## src/rtl/regfile_pkg.sv

```systemverilog
// Shared types and constants for the register-file write-port controller.
// The result record pairs a destination register with its data word.
package regfile_pkg;

  localparam int XLEN       = 32;
  localparam int REG_ADDR_W = 5;
  localparam int NUM_REGS   = 1 << REG_ADDR_W;

  localparam logic [REG_ADDR_W-1:0] ZERO_REG = 5'd0;

  typedef struct packed {
    logic [REG_ADDR_W-1:0] rd;
    logic [XLEN-1:0]       data;
  } wb_req_t;

endpackage

```

## src/rtl/regfile_write_port_ctrl_if.sv

```systemverilog
// Issue, hazard, ALU/MDU completion and A3 write-port signals of the writer-side controller.
// The slave modport is the controller; the master modport is its environment.
interface regfile_write_port_ctrl_if #(
  parameter int XLEN = regfile_pkg::XLEN
);
  import regfile_pkg::*;

  logic                  iss_valid;
  logic [REG_ADDR_W-1:0] iss_rd;
  logic                  iss_ready;
  logic [REG_ADDR_W-1:0] chk_a1;
  logic [REG_ADDR_W-1:0] chk_a2;
  logic                  haz1;
  logic                  haz2;
  logic                  alu_valid;
  logic [REG_ADDR_W-1:0] alu_rd;
  logic [XLEN-1:0]       alu_data;
  logic                  mdu_valid;
  logic                  mdu_ready;
  logic [REG_ADDR_W-1:0] mdu_rd;
  logic [XLEN-1:0]       mdu_data;
  logic                  we3;
  logic [REG_ADDR_W-1:0] a3;
  logic [XLEN-1:0]       wd3;
  logic                  sb_err;

  modport master (
    output iss_valid, iss_rd, chk_a1, chk_a2,
    output alu_valid, alu_rd, alu_data, mdu_valid, mdu_rd, mdu_data,
    input  iss_ready, haz1, haz2, mdu_ready, we3, a3, wd3, sb_err
  );

  modport slave (
    input  iss_valid, iss_rd, chk_a1, chk_a2,
    input  alu_valid, alu_rd, alu_data, mdu_valid, mdu_rd, mdu_data,
    output iss_ready, haz1, haz2, mdu_ready, we3, a3, wd3, sb_err
  );

endinterface

```

## src/rtl/wb_result_fifo.sv

```systemverilog
// Circular buffer of pending MDU results: wrap-around pointers plus an occupancy count.
// A push while full is accepted only when a pop frees the head slot in the same cycle.
module wb_result_fifo
  import regfile_pkg::*;
#(
  parameter int DEPTH = 2
) (
  input  logic    clk,
  input  logic    rst_n,
  input  logic    push_i,
  input  wb_req_t push_data_i,
  input  logic    pop_i,
  output wb_req_t head_o,
  output logic    full_o,
  output logic    empty_o
);

  localparam int PW = $clog2(DEPTH);
  localparam int CW = $clog2(DEPTH + 1);

  wb_req_t       mem_q [DEPTH];
  logic [PW-1:0] wr_ptr_q, rd_ptr_q;
  logic [CW-1:0] count_q;
  logic          do_push, do_pop;

  assign full_o  = (count_q == CW'(DEPTH));
  assign empty_o = (count_q == '0);
  assign head_o  = mem_q[rd_ptr_q];
  assign do_pop  = pop_i & ~empty_o;
  assign do_push = push_i & (~full_o | do_pop);

  // NOTE: sequential state uses non-blocking assignments so every flop samples pre-edge values.
  always_ff @(posedge clk) begin
    if (!rst_n) begin
      wr_ptr_q <= '0;
      rd_ptr_q <= '0;
      count_q  <= '0;
    end else begin
      if (do_push) wr_ptr_q <= wr_ptr_q + PW'(1);
      if (do_pop)  rd_ptr_q <= rd_ptr_q + PW'(1);
      count_q <= count_q + CW'(do_push) - CW'(do_pop);
    end
  end

  // NOTE: storage is not reset; the count alone defines which entries are valid.
  always_ff @(posedge clk) begin
    if (do_push) mem_q[wr_ptr_q] <= push_data_i;
  end

endmodule

```

## src/rtl/regfile_write_port_ctrl.sv

```systemverilog
// Owns register-file write port A3: busy scoreboard, ALU/MDU arbitration and hazard flags.
// ALU wins every cycle; MDU results wait in a small buffer and drain in arrival order.
module regfile_write_port_ctrl
  import regfile_pkg::*;
#(
  parameter int XLEN      = regfile_pkg::XLEN,
  parameter int MDU_DEPTH = 2
) (
  input logic                    clk,
  input logic                    rst_n,
  regfile_write_port_ctrl_if.slave bus
);

  logic [NUM_REGS-1:0]   busy_q, busy_d;
  logic                  sb_err_q, sb_err_d;
  logic                  we3_q;
  logic [REG_ADDR_W-1:0] a3_q;
  logic [XLEN-1:0]       wd3_q;

  wb_req_t buf_head, mdu_req, sel_req;
  logic    buf_full, buf_empty, buf_push, buf_pop;
  logic    sel_valid, wr_en, iss_ok, iss_set, mdu_ok;

  assign mdu_req = '{rd: bus.mdu_rd, data: bus.mdu_data};

  wb_result_fifo #(.DEPTH(MDU_DEPTH)) u_mdu_buf (
    .clk         (clk),
    .rst_n       (rst_n),
    .push_i      (buf_push),
    .push_data_i (mdu_req),
    .pop_i       (buf_pop),
    .head_o      (buf_head),
    .full_o      (buf_full),
    .empty_o     (buf_empty)
  );

  // NOTE: every always_comb output gets a default first, so no path can infer a latch.
  always_comb begin
    sel_valid = 1'b0;
    sel_req   = '0;
    buf_pop   = ~bus.alu_valid & ~buf_empty;
    if (bus.alu_valid) begin
      sel_valid = 1'b1;
      sel_req   = '{rd: bus.alu_rd, data: bus.alu_data};
    end else if (!buf_empty) begin
      sel_valid = 1'b1;
      sel_req   = buf_head;
    end else if (bus.mdu_valid) begin
      sel_valid = 1'b1;
      sel_req   = mdu_req;
    end
    // A full buffer still accepts when its head drains this cycle.
    mdu_ok   = ~buf_full | buf_pop;
    buf_push = bus.mdu_valid & mdu_ok & ~(~bus.alu_valid & buf_empty);
    wr_en    = sel_valid & (sel_req.rd != ZERO_REG);
    iss_ok   = (bus.iss_rd == ZERO_REG) | ~busy_q[bus.iss_rd];
    iss_set  = bus.iss_valid & iss_ok & (bus.iss_rd != ZERO_REG);
    sb_err_d = sb_err_q | (wr_en & ~busy_q[sel_req.rd]);
    // Clear first, then set: a same-cycle issue to the written reg keeps it busy.
    busy_d = busy_q;
    if (wr_en)   busy_d[sel_req.rd] = 1'b0;
    if (iss_set) busy_d[bus.iss_rd] = 1'b1;
    busy_d[ZERO_REG] = 1'b0;
  end

  always_ff @(posedge clk) begin
    if (!rst_n) begin
      busy_q   <= '0;
      sb_err_q <= 1'b0;
      we3_q    <= 1'b0;
      a3_q     <= '0;
      wd3_q    <= '0;
    end else begin
      busy_q   <= busy_d;
      sb_err_q <= sb_err_d;
      we3_q    <= wr_en;
      if (sel_valid) begin
        a3_q  <= sel_req.rd;
        wd3_q <= sel_req.data;
      end
    end
  end

  assign bus.iss_ready = ~rst_n | iss_ok;
  assign bus.mdu_ready = ~rst_n | mdu_ok;
  assign bus.haz1      = rst_n & (bus.chk_a1 != ZERO_REG) & busy_q[bus.chk_a1];
  assign bus.haz2      = rst_n & (bus.chk_a2 != ZERO_REG) & busy_q[bus.chk_a2];
  assign bus.we3       = we3_q;
  assign bus.a3        = a3_q;
  assign bus.wd3       = wd3_q;
  assign bus.sb_err    = sb_err_q;

endmodule

```

## src/flat_wrapper.sv

```systemverilog
// flat-port wrapper written by rule: the top's interface ports become plain ports
module regfile_write_port_ctrl_flat import regfile_pkg::*;
#(
  parameter int XLEN      = regfile_pkg::XLEN,
  parameter int MDU_DEPTH = 2
)
  (clk, rst_n, bus_iss_valid, bus_iss_rd, bus_chk_a1, bus_chk_a2, bus_alu_valid, bus_alu_rd, bus_alu_data, bus_mdu_valid, bus_mdu_rd, bus_mdu_data, bus_iss_ready, bus_haz1, bus_haz2, bus_mdu_ready, bus_we3, bus_a3, bus_wd3, bus_sb_err);
  regfile_write_port_ctrl_if #(.XLEN(XLEN)) bus_i ();
  input logic clk;
  input logic rst_n;
  input wire logic [$bits(bus_i.iss_valid)-1:0] bus_iss_valid;
  input wire logic [$bits(bus_i.iss_rd)-1:0] bus_iss_rd;
  input wire logic [$bits(bus_i.chk_a1)-1:0] bus_chk_a1;
  input wire logic [$bits(bus_i.chk_a2)-1:0] bus_chk_a2;
  input wire logic [$bits(bus_i.alu_valid)-1:0] bus_alu_valid;
  input wire logic [$bits(bus_i.alu_rd)-1:0] bus_alu_rd;
  input wire logic [$bits(bus_i.alu_data)-1:0] bus_alu_data;
  input wire logic [$bits(bus_i.mdu_valid)-1:0] bus_mdu_valid;
  input wire logic [$bits(bus_i.mdu_rd)-1:0] bus_mdu_rd;
  input wire logic [$bits(bus_i.mdu_data)-1:0] bus_mdu_data;
  output wire logic [$bits(bus_i.iss_ready)-1:0] bus_iss_ready;
  output wire logic [$bits(bus_i.haz1)-1:0] bus_haz1;
  output wire logic [$bits(bus_i.haz2)-1:0] bus_haz2;
  output wire logic [$bits(bus_i.mdu_ready)-1:0] bus_mdu_ready;
  output wire logic [$bits(bus_i.we3)-1:0] bus_we3;
  output wire logic [$bits(bus_i.a3)-1:0] bus_a3;
  output wire logic [$bits(bus_i.wd3)-1:0] bus_wd3;
  output wire logic [$bits(bus_i.sb_err)-1:0] bus_sb_err;
  assign bus_i.iss_valid = bus_iss_valid;
  assign bus_i.iss_rd = bus_iss_rd;
  assign bus_i.chk_a1 = bus_chk_a1;
  assign bus_i.chk_a2 = bus_chk_a2;
  assign bus_i.alu_valid = bus_alu_valid;
  assign bus_i.alu_rd = bus_alu_rd;
  assign bus_i.alu_data = bus_alu_data;
  assign bus_i.mdu_valid = bus_mdu_valid;
  assign bus_i.mdu_rd = bus_mdu_rd;
  assign bus_i.mdu_data = bus_mdu_data;
  assign bus_iss_ready = bus_i.iss_ready;
  assign bus_haz1 = bus_i.haz1;
  assign bus_haz2 = bus_i.haz2;
  assign bus_mdu_ready = bus_i.mdu_ready;
  assign bus_we3 = bus_i.we3;
  assign bus_a3 = bus_i.a3;
  assign bus_wd3 = bus_i.wd3;
  assign bus_sb_err = bus_i.sb_err;
  regfile_write_port_ctrl #(.XLEN(XLEN), .MDU_DEPTH(MDU_DEPTH)) u_core (.clk(clk), .rst_n(rst_n), .bus(bus_i));
endmodule
```

## config.mk

```make
export PLATFORM = sky130hd
export DESIGN_NAME = regfile_write_port_ctrl_flat
export DESIGN_NICKNAME = d
export VERILOG_FILES = /design/src/rtl/regfile_pkg.sv /design/src/rtl/regfile_write_port_ctrl_if.sv /design/src/rtl/wb_result_fifo.sv /design/src/rtl/regfile_write_port_ctrl.sv /design/src/flat_wrapper.sv
export SDC_FILE = /design/constraint.sdc
export NUM_CORES = 1
export LEC_CHECK = 0
export ABC_AREA = 0
export CAP_MARGIN = 20
export CORE_ASPECT_RATIO = 0.75
export CORE_UTILIZATION = 26
export CTS_CLUSTER_SIZE = 28
export DETAILED_ROUTE_END_ITERATION = 8
export DONT_BUFFER_PORTS = 1
export PLACE_DENSITY = 0.42
export SYNTH_ARGS = -nofsm -noshare
export SYNTH_HDL_FRONTEND = slang
export SYNTH_SLANG_ARGS = --single-unit
```

## constraint.sdc

```tcl
create_clock -name clk -period 3.75 [get_ports clk]
set_input_delay 0.5625 -clock clk [delete_from_list [all_inputs] [get_ports clk]]
set_output_delay 0.5625 -clock clk [all_outputs]
set_load 0.1 [all_outputs]
```

=== Word level (Yosys, flattened, before mapping) ===
Memory sizes are Yosys's and may differ from the RTL's. A register that Yosys moved wholly into a read port is not among the register bits.
Index checks and enable logic that the tools add are counted.

* Register bits: 75
* Memories kept: 1
* Word-level logic and storage cells: 83
* Input bits: 94
* Bits in writable memories: 74

* Equality and inequality tests: 1
* Reductions and logical operators: 8
* Multiplexer cells: 24
* Add/sub/neg operators: 4
* Magnitude comparators: 6
* Bitwise logic cells: 30

{| class="wikitable"
|+ Memory list
! memory !! words !! width !! read ports !! clocked after Yosys merged registers in !! write ports !! RTL line !! RTL
|-
| u_core.u_mdu_buf.mem_q || 2 || 37 || 1 || 1 || 1 || wb_result_fifo.sv:21 || <nowiki>wb_req_t mem_q [DEPTH];</nowiki>
|}

{| class="wikitable"
|+ Operators with widths
! kind !! count
|-
| two-way mux 37 bit || 3
|-
| two-way mux 32 bit || 2
|-
| AND 32 bit || 1
|-
| NOT 32 bit || 1
|-
| bitwise OR 32 bit || 1
|-
| less-than comparator 5 x 6 -> 1 bit, second input constant || 4
|-
| binary-select mux 1 bit (select 5 bit) || 4
|-
| nonzero test 5 bit || 4
|-
| AND 1 bit || 14
|-
| two-way mux 1 bit || 13
|-
| demux 1 bit (select 5 bit) || 2
|-
| greater-or-equal comparator 5 x 1 -> 1 bit, second input constant || 2
|-
| NOT 1 bit || 7
|-
| bitwise OR 1 bit || 6
|-
| zero test 5 bit || 1
|-
| adder 1 bit, second input constant || 2
|-
| adder 2 x 1 -> 2 bit || 1
|-
| == test 2 bit, second input constant || 1
|-
| logical AND 1 bit || 2
|-
| zero test 2 bit || 1
|-
| subtractor 2 x 1 -> 2 bit || 1
|}

=== Logic depth before layout (Yosys ltp) ===
* Depth after elaboration: 12
* Gate-level depth with buffers: 10
* Mapped depth without buffers: 7

=== Hierarchy ===
A second synthesis with hierarchy kept.

* Cell total of the unflattened synthesis: 612
* Area, all modules: 7184.4 µm²

{| class="wikitable"
|+ Modules (own cells, without submodules)
! module !! cells an instance !! area each (µm²) !! instances
|-
| regfile_write_port_ctrl || 465 || 4231.6 || 1
|-
| wb_result_fifo || 147 || 2952.8 || 1
|}

=== Worst setup path before layout ===
No wires, ideal clock.

* Kind: input port to output port
* Start point: input port bus_iss_rd[1]
* End point: output port bus_iss_ready
* Setup slack: 0.393 ns
* Buffers on the path: 1
* Cell stages on the path: 5
* Arrival: 2.795 ns
* Required time: 3.188 ns
* Cell sequence: clkbuf_1 mux4_2 mux4_2 mux2_2 o211ai_1

* Cells in the longest elaborated chain, start to end: 5
* Elaborated cells on any way between the ends: 6
* Classes of those cells: mux: 2; bitwise: 3; reduce/logical: 1

{| class="wikitable"
|+ Ends and longest elaborated chain
! element !! RTL line !! RTL
|-
| from (decl) || flat_wrapper.sv:12 || <nowiki>input wire logic [$bits(bus_i.iss_rd)-1:0] bus_iss_rd;</nowiki>
|-
| binary-select mux 1 bit (select 5 bit) || regfile_write_port_ctrl.sv:56 || <nowiki>iss_ok = (bus.iss_rd == ZERO_REG) | ~busy_q[bus.iss_rd];</nowiki>
|-
| two-way mux 1 bit (not written as such) || regfile_write_port_ctrl.sv:56 ||
|-
| NOT 1 bit || regfile_write_port_ctrl.sv:56 ||
|-
| bitwise OR 1 bit * || regfile_write_port_ctrl.sv:56 ||
|-
| bitwise OR 1 bit * || regfile_write_port_ctrl.sv:84 || <nowiki>assign bus.iss_ready = ~rst_n | iss_ok;</nowiki>
|-
| to (decl) || flat_wrapper.sv:21 || <nowiki>output wire logic [$bits(bus_i.iss_ready)-1:0] bus_iss_ready;</nowiki>
|}

Mark *: on every way between the ends. The rest lies on a longest branch, timed or not. The select of a mux whose other input is x is not followed.

=== Worst setup path after layout ===
* Start point: register u_core.busy_q[7]
* End point: output port bus_iss_ready

* Cells in the longest elaborated chain, start to end: 5

{| class="wikitable"
|+ Ends and longest elaborated chain
! element !! RTL line !! RTL
|-
| from (decl) || regfile_write_port_ctrl.sv:14 || <nowiki>logic [NUM_REGS-1:0] busy_q, busy_d;</nowiki>
|-
| from (signal assigned) || regfile_write_port_ctrl.sv:74 || <nowiki>busy_q <= busy_d;</nowiki>
|-
| binary-select mux 1 bit (select 5 bit) || regfile_write_port_ctrl.sv:56 ||
|-
| two-way mux 1 bit (not written as such) || regfile_write_port_ctrl.sv:56 ||
|-
| NOT 1 bit || regfile_write_port_ctrl.sv:56 ||
|-
| bitwise OR 1 bit || regfile_write_port_ctrl.sv:56 ||
|-
| bitwise OR 1 bit || regfile_write_port_ctrl.sv:84 ||
|}

Every way passes these cells. The select of a mux whose other input is x is not followed.

==> flow_summary.toml <==
[grt]
grt_use_met1_pct = 22.22
grt-ovfl-total = 0
grt_pass1_vias = 5387
grt_use_total_pct = 16.06
met3_usage_pct = 6.411
top_usage_layer = "met2"
grt_antenna_before_repair = 2
grt_first_pass_wirelength_mm = 34.32
met2_usage_pct = 22.60
grt_max_degree = 80

[synthesis]
synth.avg_cell_area_um2 = 11.47
seq_area_frac_synth_pct = 50.81
yosys.area.top_type = "edfxtp_1"
synth_edf_count = 74
synth_top_area_share_pct = 30.32
async_flop_share_pct = 0
netlist_area_mm2 = 0.007328
synth_nets = 734
synth_most_common_cell = "o21ai_0"
synth_cells = 639
yosysWarnings = 0
synth_ff_type = "dfxtp_1"
synth_common_cells = "o21ai_0 (77), dfxtp_1 (75), edfxtp_1 (74)"
synth_cell_types = 55
yosys-top-cells-area = "edfxtp_1 (30%), dfxtp_1 (20%), mux4_2 (8.6%)"
ys_ff_latch = 149

[setup_path]
rr_endpoint = "u_core.bus.sb_err"
cp_max_fo = 5
critical_path_required_ps = 3190
path_cells = "mux4_2 -> mux4_2 -> mux2_2 -> o211ai_1 -> buf_16"
end_kind = "output pin"
critPathTopFamily = "multiplexers"
critPathMostFrequentCell = "mux4_2"
start_kind = "flip-flop"
cp_num_buf_inv = 1
ff2ff_setup_slack_ps = 980
reg2reg_from = "u_core.u_mdu_buf.count_q[0]"
r2r_cells = 7
crit_type = "reg2out"
arrival_ps = 2530
cp_slowest_cell = "mux4_2"
slowest_delay_ps = 530

[floorplan]
die_y_um = 147.4
fp.coreArea_mm2 = 0.02733
std_cell_rows = 52
initial_core_util_pct = 26.82
chipWidth_um = 195.9
ioPinCount = 137
dieArea_mm2 = 0.02887

[hold_path]
hp-class = "in2reg"
min_to = "u_core.u_mdu_buf.mem_q[0][2]"
whs_path_depth = 0
min_from = "bus_mdu_data[2]"

[drt]
drtIter0Drc = 435
drc = 0
wl_per_cell_um = 23.32
num_vias = 5423
antenna_left = 0
wl_mm = 22.95
routed_via_density = 5.511
drt-pass1-iter-count = 5

[placement]
dpl.hpwl_mm = 16.22
port_buffers = 0
place.gp.congestion = 0.9069
post-place-ws_ps = 917.6

[sta]
hold_viol = 0
timing.final.ws_setup_ps = 657.4
setup_viol = 0
fin_crit_ps = 3093
rsz0062_at_grt = "no"
fmax_mhz = 323.4
worstMarginPinSlew_ps = 1083
fin_setup_tns_ps = 0
fin_skew_ps = 12.01
min_period_over_period_pct = 82.47
max_slew_margin_pct = 27.70
slew_viol_final = 0

[clock_network]
cts_made_buffers = 17
ctsResizeCount = 0
cts_max_level = 4
cts-root-buf = "clkbuf_16"
clk_path_buf_depth = 2
clock_sinks = 149
cts_tree = "done"
clock_latency_ps = 420
cts_setup_buffers = 0
cts_hold_buf = 0
clkTransAtPathRegs_ps = 70

[pwr]
powerDensity_mw_per_mm2 = 543.0
leakage_nw = 2.639
ir_worst_vdd_mv = 0.2959

[final_layout]
nets = 715
n_fill_cell = 2787
num_antenna_cells = 0
final_layout_size_suffix_gt1_share_pct = 17.38
areaGrowthSynthToFinish_pct = 12.74

[run_status]
status = "complete, no violations"

[job]
cap_viol_max_count = 0
-- worst max path at each step --
stage                     depth (start not counted)         startpoint       endpoint
after floorplan                                   5      bus_iss_rd[1]  bus_iss_ready
after global placement                            6      bus_iss_rd[1]  bus_iss_ready
after detailed placement                          6      bus_iss_rd[1]  bus_iss_ready
after CTS                                         5   u_core.busy_q[7]  bus_iss_ready
after global routing                              5  u_core.busy_q[31]  bus_iss_ready
final                                             5   u_core.busy_q[7]  bus_iss_ready
-- flip-flops by register name, indices dropped and copies added, names as in the netlist, named ones only --
register / cells
u_core.u_mdu_buf.mem_q: 74
u_core.u_mdu_buf.wr_ptr_q: 1
u_core.u_mdu_buf.rd_ptr_q: 1
u_core.bus.wd3: 32
u_core.bus.we3: 1
u_core.busy_q: 31
u_core.bus.a3: 5
u_core.bus.sb_err: 1
u_core.u_mdu_buf.count_q: 2
-- per-stage QoR --
stage	utilization [%]	power [mW]	hold slack, ps	instance area [µm²]	std cells
4_1_cts	30.13	4.528	206.9	8234	983
6_report	30.23	4.486	233.6	8262	984
3_3_place_gp	27.95	2.829	568.4	7639	950
3_5_place_dp	28.05	2.842	569.9	7666	951
5_1_grt	30.23	4.658	202.3	8262	984
2_1_floorplan	-	2.704	478.9	7328	639
-- kinds of logic after synthesis --
family | count (synthesis) | share of synthesized area [%]
multiplexers | 80 | 16.37
adder cells (fa/ha/maj) | 1 | 0.1707
flip-flops | 149 | 50.81
buffers and inverters | 53 | 3.380
AO/OA/AOI/OAI | 193 | 17.01
AND/OR/NAND/NOR | 160 | 11.90
XOR/XNOR | 3 | 0.3586
-- per-layer routing --
layer  vias up  wire length, µm
li1       2428                -
met1      2736            10730
met2       232             9645
met3        25             2110
met4         2              452
met5         -               10
-- where the power goes --
part	internal, mW	switching (mW)
logic	0.216	0.349
registers	1.83	0.415
clock network	0.979	0.694
total	3.03	1.46
-- layout make-up --
type | count | area (µm²) | share of cell area [%]
Sequential cell | 149 | 3725 | 45.09
Multi-Input combinational cell | 437 | 3372 | 40.81
Tap cell | 351 | 439.2 | 5.316
Clock buffer | 20 | 436.7 | 5.285
Timing Repair Buffer | 11 | 142.6 | 1.726
Clock inverter | 12 | 131.4 | 1.590
Inverter | 4 | 15.01 | 0.1817
-- layout by cell type, fill, tap and decap left out, types with 10 or more instances in the layout --
cell / n
nand2_1: 50
edfxtp_1: 74
a21oi_1: 32
nand2b_1: 10
nand3_1: 13
nand3b_1: 25
a21boi_0: 16
and2_1: 17
o21ai_0: 77
o221ai_1: 32
dfxtp_1: 74
mux2i_1: 18
mux4_2: 28
or3_1: 10
clkbuf_16: 17
nor2_1: 12
mux2_2: 32
No activity file was read; power rests on OpenSTA's default activity.
